[config.mk]
export PLATFORM = sky130hd
export DESIGN_NAME = freq_sweep_ctrl
export DESIGN_NICKNAME = d
export VERILOG_FILES = /design/src/rtl/freq_sweep_ctrl.sv
export SDC_FILE = /design/constraint.sdc
export NUM_CORES = 1
export LEC_CHECK = 0
export ABC_CLOCK_PERIOD_IN_PS = 7300
export CORE_ASPECT_RATIO = 0.8
export CORE_MARGIN = 2
export CORE_UTILIZATION = 50
export CTS_BUF_LIST = sky130_fd_sc_hd__clkbuf_16
export DETAILED_ROUTE_END_ITERATION = 16
export HOLD_SLACK_MARGIN = 0.15
export MAX_ROUTING_LAYER = met4
export PLACE_DENSITY = 0.72
export SLEW_MARGIN = 25
export SYNTH_ARGS = -nofsm -noshare
export SYNTH_HDL_FRONTEND = slang
export SYNTH_SLANG_ARGS = --single-unit
[constraint.sdc]
create_clock -name clk -period 7.3 [get_ports clk]
set_clock_uncertainty 0.1 [all_clocks]
set_input_delay 1.46 -clock clk [delete_from_list [all_inputs] [get_ports clk]]
set_output_delay 1.46 -clock clk [all_outputs]
set_load 0.02 [all_outputs]
[src/rtl/freq_sweep_ctrl.sv]
// ---------------------------------------------------------------------------
// freq_sweep_ctrl
//
// Purpose:
//   Drives the frequency word for the phase accumulator. While idle, the
//   static manual frequency is passed through with one cycle of latency.
//   On a start request, a linear sweep (chirp) from start to stop is run.
//   Each frequency is held for a dwell of D cycles. Single, repeating
//   (sawtooth) and triangle sweeps are supported.
//
// Ports:
//   clk, rst_n      - clock, asynchronous active-low reset
//   manual_freq     - frequency driven while idle
//   cfg_start_freq  - sweep start frequency
//   cfg_stop_freq   - sweep stop frequency
//   cfg_step        - step magnitude (0 is rejected, raising cfg_err)
//   cfg_dwell       - cycles per frequency (0 treated as 1)
//   cfg_mode        - 00 single, 01 repeat, 10 triangle, 11 single
//   start           - one-cycle sweep request (ignored while sweeping)
//   abort           - stop the sweep at the next edge (highest priority)
//   freq_word       - frequency word to the accumulator
//   sweep_active    - high while sweeping
//   step_stb        - pulse on every sweep-driven freq_word change
//   done            - pulse at the end of a single sweep
//   cfg_err         - sticky illegal-step flag, cleared by an accepted start
// ---------------------------------------------------------------------------
module freq_sweep_ctrl #(
  parameter int FREQ_W  = 20,
  parameter int DWELL_W = 24
) (
  input  logic               clk,
  input  logic               rst_n,
  input  logic [FREQ_W-1:0]  manual_freq,
  input  logic [FREQ_W-1:0]  cfg_start_freq,
  input  logic [FREQ_W-1:0]  cfg_stop_freq,
  input  logic [FREQ_W-1:0]  cfg_step,
  input  logic [DWELL_W-1:0] cfg_dwell,
  input  logic [1:0]         cfg_mode,
  input  logic               start,
  input  logic               abort,
  output logic [FREQ_W-1:0]  freq_word,
  output logic               sweep_active,
  output logic               step_stb,
  output logic               done,
  output logic               cfg_err
);

  typedef enum logic [0:0] {IDLE, SWEEP} state_t;

  localparam logic [1:0] MODE_REPEAT   = 2'b01;
  localparam logic [1:0] MODE_TRIANGLE = 2'b10;

  state_t             state_reg,      state_next;
  logic [FREQ_W-1:0]  freq_word_reg,  freq_word_next;
  logic               active_reg,     active_next;
  logic               step_stb_reg,   step_stb_next;
  logic               done_reg,       done_next;
  logic               cfg_err_reg,    cfg_err_next;
  logic [DWELL_W-1:0] dwell_cnt_reg,  dwell_cnt_next;
  logic [DWELL_W-1:0] dwell_rl_reg,   dwell_rl_next;   // D-1, reload value
  logic [FREQ_W-1:0]  origin_reg,     origin_next;     // endpoint we left from
  logic [FREQ_W-1:0]  target_reg,     target_next;     // endpoint we head to
  logic [FREQ_W-1:0]  step_reg,       step_next;
  logic [1:0]         mode_reg,       mode_next;
  logic               dir_up_reg,     dir_up_next;

  // One step from cur toward tgt. Arithmetic is one bit wider so that both
  // overshoot above the target and underflow below zero are caught and
  // clamped to the target instead of wrapping.
  function automatic logic [FREQ_W-1:0] step_toward(
    input logic [FREQ_W-1:0] cur,
    input logic [FREQ_W-1:0] stp,
    input logic [FREQ_W-1:0] tgt,
    input logic              up
  );
    logic [FREQ_W:0] wide;
    logic [FREQ_W-1:0] res;
    if (up) begin
      wide = {1'b0, cur} + {1'b0, stp};
      res  = (wide > {1'b0, tgt}) ? tgt : wide[FREQ_W-1:0];
    end else begin
      wide = {1'b0, cur} - {1'b0, stp};
      res  = (wide[FREQ_W] || (wide[FREQ_W-1:0] < tgt)) ? tgt : wide[FREQ_W-1:0];
    end
    return res;
  endfunction

  always_ff @(posedge clk or negedge rst_n) begin
    if (!rst_n) begin
      state_reg     <= IDLE;
      freq_word_reg <= '0;
      active_reg    <= 1'b0;
      step_stb_reg  <= 1'b0;
      done_reg      <= 1'b0;
      cfg_err_reg   <= 1'b0;
      dwell_cnt_reg <= '0;
      dwell_rl_reg  <= '0;
      origin_reg    <= '0;
      target_reg    <= '0;
      step_reg      <= '0;
      mode_reg      <= 2'b00;
      dir_up_reg    <= 1'b1;
    end else begin
      state_reg     <= state_next;
      freq_word_reg <= freq_word_next;
      active_reg    <= active_next;
      step_stb_reg  <= step_stb_next;
      done_reg      <= done_next;
      cfg_err_reg   <= cfg_err_next;
      dwell_cnt_reg <= dwell_cnt_next;
      dwell_rl_reg  <= dwell_rl_next;
      origin_reg    <= origin_next;
      target_reg    <= target_next;
      step_reg      <= step_next;
      mode_reg      <= mode_next;
      dir_up_reg    <= dir_up_next;
    end
  end

  always_comb begin
    state_next     = state_reg;
    freq_word_next = freq_word_reg;
    active_next    = active_reg;
    step_stb_next  = 1'b0;
    done_next      = 1'b0;
    cfg_err_next   = cfg_err_reg;
    dwell_cnt_next = dwell_cnt_reg;
    dwell_rl_next  = dwell_rl_reg;
    origin_next    = origin_reg;
    target_next    = target_reg;
    step_next      = step_reg;
    mode_next      = mode_reg;
    dir_up_next    = dir_up_reg;

    unique case (state_reg)
      IDLE: begin
        freq_word_next = manual_freq;
        active_next    = 1'b0;
        dwell_cnt_next = '0;
        if (start && !abort) begin
          if (cfg_step == '0) begin
            cfg_err_next = 1'b1;
          end else begin
            state_next     = SWEEP;
            freq_word_next = cfg_start_freq;
            active_next    = 1'b1;
            step_stb_next  = 1'b1;
            cfg_err_next   = 1'b0;
            origin_next    = cfg_start_freq;
            target_next    = cfg_stop_freq;
            step_next      = cfg_step;
            mode_next      = cfg_mode;
            dir_up_next    = (cfg_start_freq <= cfg_stop_freq);
            dwell_rl_next  = (cfg_dwell == '0) ? '0 : cfg_dwell - DWELL_W'(1);
            dwell_cnt_next = (cfg_dwell == '0) ? '0 : cfg_dwell - DWELL_W'(1);
          end
        end
      end

      SWEEP: begin
        if (abort) begin
          state_next     = IDLE;
          freq_word_next = manual_freq;
          active_next    = 1'b0;
          dwell_cnt_next = '0;
        end else if (dwell_cnt_reg != '0) begin
          dwell_cnt_next = dwell_cnt_reg - DWELL_W'(1);
        end else if (freq_word_reg != target_reg) begin
          freq_word_next = step_toward(freq_word_reg, step_reg, target_reg, dir_up_reg);
          step_stb_next  = 1'b1;
          dwell_cnt_next = dwell_rl_reg;
        end else if (mode_reg == MODE_REPEAT) begin
          // Sawtooth: origin is never swapped, so it is still the start.
          freq_word_next = origin_reg;
          step_stb_next  = 1'b1;
          dwell_cnt_next = dwell_rl_reg;
        end else if (mode_reg == MODE_TRIANGLE) begin
          // Reverse: the reached endpoint becomes the origin and the first
          // step of the new leg is taken on this same edge.
          target_next    = origin_reg;
          origin_next    = target_reg;
          dir_up_next    = ~dir_up_reg;
          freq_word_next = step_toward(freq_word_reg, step_reg, origin_reg, ~dir_up_reg);
          step_stb_next  = 1'b1;
          dwell_cnt_next = dwell_rl_reg;
        end else begin
          state_next     = IDLE;
          freq_word_next = manual_freq;
          active_next    = 1'b0;
          done_next      = 1'b1;
          dwell_cnt_next = '0;
        end
      end

      default: begin
        state_next = IDLE;
      end
    endcase
  end

  assign freq_word    = freq_word_reg;
  assign sweep_active = active_reg;
  assign step_stb     = step_stb_reg;
  assign done         = done_reg;
  assign cfg_err      = cfg_err_reg;

endmodule

==> summary.md <==
| Metric | Value |
|---|---|
| Max_slew headroom | `0.342` |
| Root buffer cell | `clkbuf_16` |
| Via count | `approximately 13000` |
| Leak Pwr | `6.74 nW` |
| Worst Max-Slew Pin Slew | `0.988 ns` |
| Overflow after GRT | `0` |
| Worst-path fanout max | `13` |
| CTS Buf Count | `17` |
| Met2 layer usage reported by global route | `0.451` |
| Post-CTS Resized | `0` |
| Share of cells above drive strength 1 | `0.0672` |
| PwrDens | `roughly 440 mW/mm2` |
| Critical path class | `reg -> reg` |
| I/O pins | `~130` |
| Maximum clock frequency | `171 MHz` |
| # fillers | `2299` |
| Initial antenna violation count | `1` |
| Clock Latency Late Sink | `0.45 ns` |
| Met1 usage | `0.520` |
| DRC | `0` |
| Post-synth ARST share | `1.00` |
| Most common cell after layout, fill and taps aside | `nand2_1` |
| Die ar. | `0.0272 mm2` |
| # port buffers | `133` |
| Final setup violation count | `0` |
| CTS tree | `done` |
| Net count, final | `1924` |
| Clock tree buffer depth | `2` |
| Setup Total Neg Slack | `0 ns` |
| Commonest cells after routing, fill and taps aside | `nand2_1, ha_1, dfrtp_1, o21ai_0, clkdlybuf4s50_1` |
| Ratio of final minimum period to clock period | `0.800` |
| Starting DRC count in detailed routing | `1273` |
| Row Count | `52` |
| First-pass GRT wire length | `68.5 mm` |
| Hold buffer count at CTS | `0` |
| Register area share after synthesis | `0.263` |
| Peak supply drop | `0.000273 V` |
| EDFF count, synth | `0` |
| H-tree depth | `4` |
| Status | `completed` |
| RSZ-0062 raised after global routing | `false` |
| Max-Cap Viols | `0` |
| Mapped Cells | `1570` |
| Post-Route WL | `44.7 mm` |
| Number of global-route vias before repair | `roughly 12000` |
| Post-CTS Setup Bufs | `0` |
| Top FF cell, synth | `dfrtp_1` |
| Filler-free cell count of the finished design | `2006` |
| GR Layer Usage met3 | `0.0724` |
| Final hold viol count | `0` |
| Routed WL per cell | `~22 um` |
| Fin. max-slew vios | `0` |
| Synthesis-stage register bit count | `~140` |
| Hold Path Class | `reg -> reg` |
| Avg Vias per Cell | `~6.3` |
| Initial Utilization | `0.510` |
| Post-Syn Nets | `1826` |
| Die X | `184 um` |
| DP HPWL | `35.0 mm` |
| Crit. End Element | `flip-flop` |
| Avg Cell Area, Syn | `8.24 um2` |
| # clock sinks | `about 140` |
| Post-Place Cells | `1973` |
| Core region area | `roughly 0.025 mm2` |
| Pin count of the biggest net entering global routing | `69` |
| GRT busiest layer | `met1` |
| Critical path required time | `7.52 ns` |
| DRT Pass-1 Iters | `5` |
| Synth cell types | `79` |
| Die Y | `148 um` |
| Area grow syn2layout | `16.8%` |
| Fin crit period | `5.84 ns` |
| Total track usage | `0.340` |
| Post-Synthesis Cell Area | `roughly 0.013 mm2` |
| Clock transition at path regs | `0.06 ns` |
| Startpoint types | `flip-flop` |
| Final Wtd Congestion | `slightly below 1` |
| Post-DRT Antenna Nets | `0` |
| CP arrival | `6.06 ns` |
| Synth warnings | `0` |
==> logic make-up after synthesis <==
kind of cell	after synthesis	synth area share
xor gates and xnor gates	88	0.0596
AOI/OAI and AO/OA	455	0.225
DFF	136	0.263
and+or+nand+nor	442	0.160
buffers and inverters	190	0.0593
adders and majority gates	146	0.142
muxes	113	0.0910
==> worst max-delay path, cell delays in order (launching register included) <==
cell	delay, ns
dfrtp_1	0.52
ha_1	0.55
nor4_1	0.46
nand2_1	0.09
nor3_1	0.14
a22o_1	0.28
nor2_1	0.10
xor2_1	0.48
ha_1	0.35
a211o_1	0.30
a21oi_1	0.23
nand3_1	0.11
a211oi_1	0.28
o21a_1	0.58
buf_4	0.35
mux2_2	0.36
a211oi_1	0.23
a211o_1	0.14
a21oi_1	0.06
==> synth_stat cells, types with 4 or more instances <==
master | instances | area share
a2111oi_0 | 5 | 0.0034
a211oi_1 | 12 | 0.0070
a21boi_0 | 4 | 0.0023
a21o_1 | 32 | 0.019
a21oi_1 | 101 | 0.039
a221o_1 | 10 | 0.0077
a221oi_1 | 15 | 0.010
a31o_2 | 4 | 0.0027
a31oi_1 | 13 | 0.0063
a41o_1 | 4 | 0.0031
and2_1 | 7 | 0.0034
and3_1 | 7 | 0.0034
buf_2 | 12 | 0.0046
buf_4 | 8 | 0.0046
clkbuf_1 | 50 | 0.015
dfrtp_1 | 135 | 0.26
ha_1 | 144 | 0.14
inv_1 | 115 | 0.033
mux2_2 | 37 | 0.032
mux2i_1 | 76 | 0.059
nand2_1 | 167 | 0.048
nand2b_1 | 9 | 0.0044
nand3_1 | 33 | 0.013
nand4_1 | 20 | 0.0097
nor2_1 | 100 | 0.029
nor2b_1 | 10 | 0.0048
nor3_1 | 32 | 0.012
nor3b_1 | 4 | 0.0023
nor4_1 | 20 | 0.0097
o211ai_1 | 15 | 0.0087
o21a_1 | 14 | 0.0081
o21ai_0 | 134 | 0.052
o21bai_1 | 6 | 0.0035
o221ai_1 | 6 | 0.0041
o22ai_1 | 28 | 0.014
o31a_1 | 4 | 0.0027
o31ai_1 | 14 | 0.0081
o41ai_1 | 5 | 0.0034
or3_1 | 8 | 0.0039
or4_1 | 6 | 0.0035
xnor2_1 | 70 | 0.047
xor2_1 | 18 | 0.012
==> per-layer routing <==
metal | vias up | share of wire
li1 | 5900 | -
met1 | 5988 | 0.49
met2 | 652 | 0.39
met3 | 52 | 0.10
met4 | 0 | 0.017
met5 | - | 0
==> worst paths after layout <==
path	startpoint	end	slack, ns	cells past startpoint
max	freq_word[15]	freq_word[9]	1.46	18
min	dwell_rl_reg[6]	dwell_rl_reg[6]	0.37	2
max reg2reg	freq_word[15]	freq_word[9]	1.46	18
min reg2reg	dwell_rl_reg[6]	dwell_rl_reg[6]	0.37	2
max in group asynchronous	rst_n	state_reg	4.90	2
min in group asynchronous	rst_n	dwell_cnt_reg[3]	0.84	1
==> area by class of cell <==
type                    instances  area, um2  share of cell area
multi-input cells            1244       8780               0.581
repair buffers                153       1480              0.0982
inverters                     116        435              0.0288
well taps                     324        405              0.0268
diodes                          1       2.50            0.000166
clock inverters                15        169              0.0112
clock buffers                  17        425              0.0282
flip-flops and latches        136       3410               0.225
==> per-stage QoR <==
stage / power, mW / area [um2] / hold slack (ns) / setup slack (ns) / utilization
after global placement: 5.58 / 14500 / 0.358 / 1.55 / 0.572
after detailed placement: 5.62 / 14500 / 0.365 / 1.56 / 0.572
final: 6.70 / 15100 / 0.372 / 1.46 / 0.595
after CTS: 6.56 / 15100 / 0.378 / 1.53 / 0.595
after floorplan: 4.29 / 12900 / 0.345 / 2.64 / -
after global routing: 7.18 / 15100 / 0.407 / 1.17 / 0.595
==> power by group <==
part | switching, mW | internal, mW
clock network | 0.392 | 0.509
logic | 2.78 | 1.79
registers | 0.304 | 0.916
(Power assumes the default switching activity.)
